`src/rtl/apb_requester_queue.sv`:
```
// apb_requester_queue
// Queued APB requester. Commands are pushed into a small command FIFO,
// executed one at a time as APB SETUP/ACCESS transfers, and their results
// are returned in order through a response FIFO.
//
// Handshake semantics (both ports): a transfer happens on a CLK edge where
// VALID=1 and READY=1. The producer holds its payload stable while VALID=1
// and READY=0. CMD_READY depends only on registered FIFO state, so a pop in
// the same cycle does not open a slot. RSP_VALID is "response FIFO
// non-empty", and RSP_RDATA/RSP_ERR are held until the pop.

module apb_requester_queue #(
   parameter int C_ADDR_BITS  = 10,
   parameter int C_DATA_BITS  = 32,
   parameter int C_FIFO_DEPTH = 4,
   parameter int C_TIME_OUT   = 3000
) (
   input  logic                       CLK,
   input  logic                       RST,
   // command push port
   input  logic                       CMD_VALID,
   output logic                       CMD_READY,
   input  logic                       CMD_WRITE,
   input  logic [C_ADDR_BITS-1:0]     CMD_ADDR,
   input  logic [C_DATA_BITS-1:0]     CMD_WDATA,
   input  logic [C_DATA_BITS/8-1:0]   CMD_STRB,
   // response pop port
   output logic                       RSP_VALID,
   input  logic                       RSP_READY,
   output logic [C_DATA_BITS-1:0]     RSP_RDATA,
   output logic [1:0]                 RSP_ERR,
   // APB requester
   output logic                       PSEL,
   output logic                       PENABLE,
   output logic                       PWRITE,
   output logic [C_ADDR_BITS-1:0]     PADDR,
   output logic [C_DATA_BITS-1:0]     PWDATA,
   output logic [C_DATA_BITS/8-1:0]   PSTRB,
   input  logic [C_DATA_BITS-1:0]     PRDATA,
   input  logic                       PREADY,
   input  logic                       PSLVERR,
   // status
   output logic                       BUSY
);

   localparam int SW = C_DATA_BITS / 8;
   localparam int AW = $clog2(C_FIFO_DEPTH);
   localparam int PW = AW + 1;
   localparam int CW = 1 + C_ADDR_BITS + C_DATA_BITS + SW;
   localparam int RW = 2 + C_DATA_BITS;
   localparam int TW = (C_TIME_OUT < 2) ? 1 : $clog2(C_TIME_OUT + 1);

   // Last counter value before the transfer is abandoned; unused when the
   // timeout is disabled.
   localparam logic [TW-1:0] TO_LAST = TW'((C_TIME_OUT == 0) ? 0 : C_TIME_OUT - 1);

   localparam logic [1:0] ERR_OK      = 2'd0;
   localparam logic [1:0] ERR_SLVERR  = 2'd1;
   localparam logic [1:0] ERR_TIMEOUT = 2'd2;

   typedef enum logic [1:0] {
      ST_IDLE   = 2'd0,
      ST_SETUP  = 2'd1,
      ST_ACCESS = 2'd2
   } state_t;

   // FSM state, visible by name for checkers and waveform viewers
   state_t                fsm_state;
   state_t                fsm_state_nxt;

   // ------------------------------------------------------------------
   // Command FIFO
   // ------------------------------------------------------------------
   logic [CW-1:0]          cmd_mem [C_FIFO_DEPTH];
   logic [PW-1:0]          cmd_wr_ptr;
   logic [PW-1:0]          cmd_rd_ptr;
   logic                   cmd_empty;
   logic                   cmd_full;
   logic                   cmd_push;
   logic                   cmd_pop;
   logic [CW-1:0]          cmd_head;
   logic                   head_write;
   logic [C_ADDR_BITS-1:0] head_addr;
   logic [C_DATA_BITS-1:0] head_wdata;
   logic [SW-1:0]          head_strb;

   assign cmd_empty = (cmd_wr_ptr == cmd_rd_ptr);
   assign cmd_full  = (cmd_wr_ptr[AW] != cmd_rd_ptr[AW]) &&
                      (cmd_wr_ptr[AW-1:0] == cmd_rd_ptr[AW-1:0]);

   // Held low through reset so nothing is accepted while flushing.
   assign CMD_READY = ~cmd_full & ~RST;
   assign cmd_push  = CMD_VALID & CMD_READY;

   assign cmd_head   = cmd_mem[cmd_rd_ptr[AW-1:0]];
   assign head_write = cmd_head[CW-1];
   assign head_addr  = cmd_head[CW-2 -: C_ADDR_BITS];
   assign head_wdata = cmd_head[SW +: C_DATA_BITS];
   assign head_strb  = cmd_head[SW-1:0];

   // Command pointers: wrap modulo 2*depth, reset flushes the queue
   always_ff @(posedge CLK) begin
      if (RST) begin
         cmd_wr_ptr <= '0;
         cmd_rd_ptr <= '0;
      end else begin
         if (cmd_push) cmd_wr_ptr <= cmd_wr_ptr + PW'(1);
         if (cmd_pop)  cmd_rd_ptr <= cmd_rd_ptr + PW'(1);
      end
   end

   // Command storage: payload only, needs no reset
   always_ff @(posedge CLK) begin
      if (cmd_push) cmd_mem[cmd_wr_ptr[AW-1:0]] <= {CMD_WRITE, CMD_ADDR, CMD_WDATA, CMD_STRB};
   end

   // ------------------------------------------------------------------
   // Response FIFO
   // ------------------------------------------------------------------
   logic [RW-1:0]          rsp_mem [C_FIFO_DEPTH];
   logic [PW-1:0]          rsp_wr_ptr;
   logic [PW-1:0]          rsp_rd_ptr;
   logic [PW-1:0]          rsp_count;
   logic [PW:0]            rsp_count_after;
   logic                   rsp_empty;
   logic                   rsp_push;
   logic                   rsp_pop;
   logic [RW-1:0]          rsp_push_data;
   logic [RW-1:0]          rsp_head;

   assign rsp_empty = (rsp_wr_ptr == rsp_rd_ptr);
   assign rsp_count = rsp_wr_ptr - rsp_rd_ptr;
   assign rsp_head  = rsp_mem[rsp_rd_ptr[AW-1:0]];

   assign RSP_VALID = ~rsp_empty;
   assign rsp_pop   = RSP_VALID & RSP_READY;

   // Payload is forced to zero when nothing is queued, so reset and idle
   // both present a clean all-zero response bus.
   assign RSP_RDATA = RSP_VALID ? rsp_head[C_DATA_BITS-1:0] : '0;
   assign RSP_ERR   = RSP_VALID ? rsp_head[RW-1 -: 2] : ERR_OK;

   // Occupancy once the response completing this cycle has been pushed.
   assign rsp_count_after = {1'b0, rsp_count} + (PW+1)'(1) - (PW+1)'(rsp_pop);

   // Response pointers: wrap modulo 2*depth, reset drops pending responses
   always_ff @(posedge CLK) begin
      if (RST) begin
         rsp_wr_ptr <= '0;
         rsp_rd_ptr <= '0;
      end else begin
         if (rsp_push) rsp_wr_ptr <= rsp_wr_ptr + PW'(1);
         if (rsp_pop)  rsp_rd_ptr <= rsp_rd_ptr + PW'(1);
      end
   end

   // Response storage: payload only, needs no reset
   always_ff @(posedge CLK) begin
      if (rsp_push && !RST) rsp_mem[rsp_wr_ptr[AW-1:0]] <= rsp_push_data;
   end

   // ------------------------------------------------------------------
   // Transfer control
   // ------------------------------------------------------------------
   logic [TW-1:0]          tcnt;
   logic [TW-1:0]          tcnt_nxt;
   logic                   timeout_hit;
   logic                   xfer_done;
   logic                   can_start;
   logic                   can_chain;

   logic                   psel_nxt;
   logic                   penable_nxt;
   logic                   pwrite_nxt;
   logic [C_ADDR_BITS-1:0] paddr_nxt;
   logic [C_DATA_BITS-1:0] pwdata_nxt;
   logic [SW-1:0]          pstrb_nxt;

   // The timeout cycle wins over PREADY arriving in that same cycle.
   assign timeout_hit = (C_TIME_OUT != 0) && (fsm_state == ST_ACCESS) && (tcnt == TO_LAST);
   assign xfer_done   = (fsm_state == ST_ACCESS) && (timeout_hit || PREADY);

   // A new transfer only starts if its response is guaranteed a slot.
   assign can_start = ~cmd_empty && (rsp_count < PW'(C_FIFO_DEPTH));
   assign can_chain = ~cmd_empty && (rsp_count_after < (PW+1)'(C_FIFO_DEPTH));

   assign BUSY = (fsm_state != ST_IDLE) || ~cmd_empty;

   // State and registered APB outputs
   always_ff @(posedge CLK) begin
      if (RST) begin
         fsm_state <= ST_IDLE;
         PSEL      <= 1'b0;
         PENABLE   <= 1'b0;
         PWRITE    <= 1'b0;
         PADDR     <= '0;
         PWDATA    <= '0;
         PSTRB     <= '0;
         tcnt      <= '0;
      end else begin
         fsm_state <= fsm_state_nxt;
         PSEL      <= psel_nxt;
         PENABLE   <= penable_nxt;
         PWRITE    <= pwrite_nxt;
         PADDR     <= paddr_nxt;
         PWDATA    <= pwdata_nxt;
         PSTRB     <= pstrb_nxt;
         tcnt      <= tcnt_nxt;
      end
   end

   // Next-state decision
   always_comb begin
      fsm_state_nxt = fsm_state;
      case (fsm_state)
         ST_IDLE:   if (can_start) fsm_state_nxt = ST_SETUP;
         ST_SETUP:  fsm_state_nxt = ST_ACCESS;
         ST_ACCESS: if (xfer_done) fsm_state_nxt = can_chain ? ST_SETUP : ST_IDLE;
         default:   fsm_state_nxt = ST_IDLE;
      endcase
   end

   // Next APB register values, FIFO pop/push and timeout counter
   always_comb begin
      psel_nxt      = (fsm_state_nxt != ST_IDLE);
      penable_nxt   = (fsm_state_nxt == ST_ACCESS);
      pwrite_nxt    = PWRITE;
      paddr_nxt     = PADDR;
      pwdata_nxt    = PWDATA;
      pstrb_nxt     = PSTRB;
      cmd_pop       = 1'b0;
      rsp_push      = 1'b0;
      rsp_push_data = '0;
      tcnt_nxt      = tcnt;

      // Entering SETUP always consumes the head command; reads carry no
      // data or strobes on the bus.
      if (fsm_state_nxt == ST_SETUP) begin
         cmd_pop    = 1'b1;
         pwrite_nxt = head_write;
         paddr_nxt  = head_addr;
         pwdata_nxt = head_write ? head_wdata : '0;
         pstrb_nxt  = head_write ? head_strb  : '0;
      end

      if (fsm_state == ST_SETUP) begin
         tcnt_nxt = '0;
      end else if (fsm_state == ST_ACCESS && !PREADY && C_TIME_OUT != 0) begin
         tcnt_nxt = tcnt + TW'(1);
      end

      if (xfer_done) begin
         rsp_push = 1'b1;
         if (timeout_hit) begin
            rsp_push_data = {ERR_TIMEOUT, {C_DATA_BITS{1'b0}}};
         end else begin
            rsp_push_data = {(PSLVERR ? ERR_SLVERR : ERR_OK),
                             (PWRITE ? {C_DATA_BITS{1'b0}} : PRDATA)};
         end
      end
   end

endmodule

```
`config.mk`:
```
export PLATFORM = sky130hd
export DESIGN_NAME = apb_requester_queue
export DESIGN_NICKNAME = d
export VERILOG_FILES = /design/src/rtl/apb_requester_queue.sv
export SDC_FILE = /design/constraint.sdc
export NUM_CORES = 1
export LEC_CHECK = 0
export ABC_AREA = 1
export ABC_CLOCK_PERIOD_IN_PS = 4450
export BUFFER_PORTS_ARGS = -buffer_cell sky130_fd_sc_hd__clkbuf_2
export CORE_MARGIN = 4
export CORE_UTILIZATION = 58
export DETAILED_ROUTE_END_ITERATION = 16
export GPL_TIMING_DRIVEN = 0
export PLACE_DENSITY_LB_ADDON = 0.08
export SYNTH_ARGS = -nofsm -noshare
export SYNTH_HDL_FRONTEND = slang
export SYNTH_SLANG_ARGS = --single-unit
```
`constraint.sdc`:
```
create_clock -name CLK -period 4.45 [get_ports CLK]
set_input_delay 0.445 -clock CLK [delete_from_list [all_inputs] [get_ports CLK]]
set_output_delay 0.445 -clock CLK [all_outputs]
set_load 0.005 [all_outputs]
```
==> impl_metrics.env <==
export IMPL_drive_gt1_share_pct=18.4
export IMPL_max_slew_margin_pct=24.3
export IMPL_antenna_found_initial=3
export IMPL_post_route_drc_count=0
export IMPL_globalRouteMet1Util_pct=31.3
export IMPL_fmaxAchievable_ghz=0.328
export IMPL_ios=171
export IMPL_worstPathArrival_ns=2.60
export IMPL_grt_overflow_total=0
export IMPL_status="finished, final reports clean"
export IMPL_irDropWorstVdd_mv=0.417
export IMPL_grt_use_met3_pct=4.05
export IMPL_cts_buffers=40
export IMPL_final_area_sq_um=19000
export IMPL_leakage_nw=7.34
export IMPL_start_util_pct=59.4
export IMPL_syn_instance_count=1434
export IMPL_synth_area_per_cell_sq_um=11.2
export IMPL_vias=11300
export IMPL_dpl_cell_area_sq_um=17700
export IMPL_cts_hold_buf=0
export IMPL_die_y_um=175
export IMPL_critPathLaunchType="flop"
export IMPL_grt_usage_pct=24.3
export IMPL_layout_nets=1753
export IMPL_finClkSkew_ns=0.0232
export IMPL_path_clk_slew_ns=0.06
export IMPL_holdCritPathClass="in -> reg"
export IMPL_grt_first_pass_wirelength_um=59100
export IMPL_core_area_sq_um=27200
export IMPL_syn_area_sq_um=16100
export IMPL_seq_area_frac_synth_pct=70.1
export IMPL_p_total_mw=11.5
export IMPL_min_period_over_period_pct=68.5
export IMPL_period_needed_ns=3.05
export IMPL_first_pass_iters=5
export IMPL_yosysWarnings=0
export IMPL_setup_viol=0
export IMPL_totalNegativeSetupSlack_ns=0
export IMPL_wl_um=37900
export IMPL_busiest_layer="met2"
export IMPL_synth_cell_type_count=34
export IMPL_drtAntennaViolNets=0
export IMPL_drtIter0Drc=852
export IMPL_h_tree_depth=2
export IMPL_crit_path_max_fanout=10
export IMPL_area_growth_pct=17.8
export IMPL_worstSetupEndpointType="primary output"
export IMPL_clk_path_buf_depth=3
export IMPL_dieArea_sq_um=30500
export IMPL_rows=60
export IMPL_io_buffers=169
export IMPL_maxSlewViolCount=0
export IMPL_cp_required_ns=4.01
export IMPL_grt_max_degree=29
export IMPL_clkSinkCount=403
export IMPL_globalRouteMet2Util_pct=42.8
export IMPL_clock_latency_ns=0.53
export IMPL_root_buffer="clkbuf_16"
export IMPL_wire_per_inst_um=18.4
export IMPL_cts_tree="yes"
export IMPL_cts_setup_buffers=0
export IMPL_grt_setup_unrepaired="false"
export IMPL_power_density_nw_per_um2=605
export IMPL_syn_nets=1533
export IMPL_utilization_pct=69.9
export IMPL_cts_resized=0
export IMPL_cap_violations=0
export IMPL_vias_per_cell=5.49
export IMPL_synth_seq_cells=403
export IMPL_grt_pass1_vias=11200
export IMPL_place_gp_congestion=0.792
export IMPL_hold_viol=0
export IMPL_path_class="reg -> out"
export IMPL_worstMarginPinSlew_ns=1.13
export IMPL_die_w_um=175
export IMPL_dpl_hpwl_um=24200
-- worst max-delay path: stages (launching register included) --
cell,delay (ns)
dfxtp_1,0.40
inv_1,0.11
ha_1,0.31
nand3_1,0.22
clkinv_1,0.27
clkbuf_1,0.33
a21oi_1,0.29
clkbuf_2,0.16
-- stage by stage --
stage          setup slack, ns  instances  hold WS (ns)
2_1_floorplan             1.01       1434         0.423
4_1_cts                   1.43       2058         0.123
6_report                  1.40       2059         0.126
3_3_place_gp             -1.17       1975         0.433
3_5_place_dp              1.50       1984         0.438
5_1_grt                   1.26       2059         0.129
-- cells in the final DEF (no fill, tap or decap), drive strengths merged --
master,instances
a21oi,103
buf,44
bufinv,1
clkbuf,276
clkinv,30
clkinvlp,1
dfxtp,79
diode,1
edfxtp,324
fa,1
ha,13
inv,100
nand2,122
nand3,93
nand4,5
nor2,254
nor3,4
nor3b,1
nor4,2
o21ai,175
o21ba,1
o22ai,47
or3,1
xnor2,4
xor2,5
-- where the power goes --
part	switching, mW	internal, mW
clock network	1.36	1.89
logic	2.50	1.23
registers	0.158	4.35
total	4.02	7.47
-- cell usage after synthesis --
library cell,n,area (sq um)
nand4_1,5,31.3
clkbuf_1,51,191
edfxtp_1,324,9730
nor2_1,248,931
a21oi_1,103,515
o21ai_2,1,8.76
o21ai_0,173,866
xor2_1,5,43.8
or3_1,1,6.26
nor2_4,2,22.5
buf_2,22,110
o21ba_2,1,10.0
o22ai_4,1,20.0
xnor2_1,4,35.0
nand2_4,1,11.3
nand3_1,90,450
fa_1,1,20.0
clkinv_1,14,52.6
buf_6,5,56.3
o21ai_1,1,5.00
dfxtp_1,79,1580
nand3_2,3,30.0
nand2_2,2,12.5
nand2_1,119,447
buf_1,2,7.51
nor2_2,4,25.0
inv_2,14,52.6
nor3b_1,1,7.51
buf_4,6,45.0
inv_1,86,323
nor4_1,2,12.5
o22ai_1,46,288
ha_1,13,163
nor3_1,4,20.0
-- cell type report --
type | count | area (sq um)
flip-flops and latches | 403 | 11300
fillers | 2016 | 8180
multi-input cells | 831 | 4040
clock buffers | 56 | 1160
repair buffers | 178 | 1050
well taps | 372 | 465
inverters | 114 | 428
plain buffers | 86 | 410
clock inverters | 18 | 125
diodes | 1 | 2.50
-- state kept, by name, indices dropped and copies added, names as in the netlist, named ones only --
name and cells:
PADDR 10, PENABLE 1, PSEL 1, PSTRB 4
PWDATA 32, PWRITE 1, cmd_mem 188, cmd_rd_ptr 3
cmd_wr_ptr 3, fsm_state 2, rsp_mem 136, rsp_rd_ptr 3
rsp_wr_ptr 3, tcnt 12
-- layer usage --
metal  vias to the layer above  routed length [um]
li1                       5431                   -
met1                      5388               15300
met2                       415               19200
met3                        68                2550
met4                         4                 876
met5                         -                  21
-- cell families (layout without fill, tap and decap cells) --
group                    Yosys count  after routing  share of synthesized area, %
other                              0              1                             0
buffers and inverters            200            452                          5.20
adder cells (fa/ha/maj)           14             14                          1.13
AO/OA/AOI/OAI                    326            326                          10.6
XOR/XNOR                           9              9                         0.489
AND/OR/NAND/NOR                  482            482                          12.4
flip-flops                       403            403                          70.1
-- path summary, 6_finish.rpt --
check | from | slack (ns) | depth (start not counted) | endpoint
setup / recovery | rsp_wr_ptr[0] | 1.40 | 7 | RSP_RDATA[2]
hold / removal | CMD_WDATA[19] | 0.13 | 1 | cmd_mem[3][23]
setup reg to reg | rsp_wr_ptr[0] | 1.74 | 10 | PWDATA[6]
hold reg to reg | tcnt[9] | 0.45 | 2 | tcnt[9]
(Power assumes the default switching activity.)
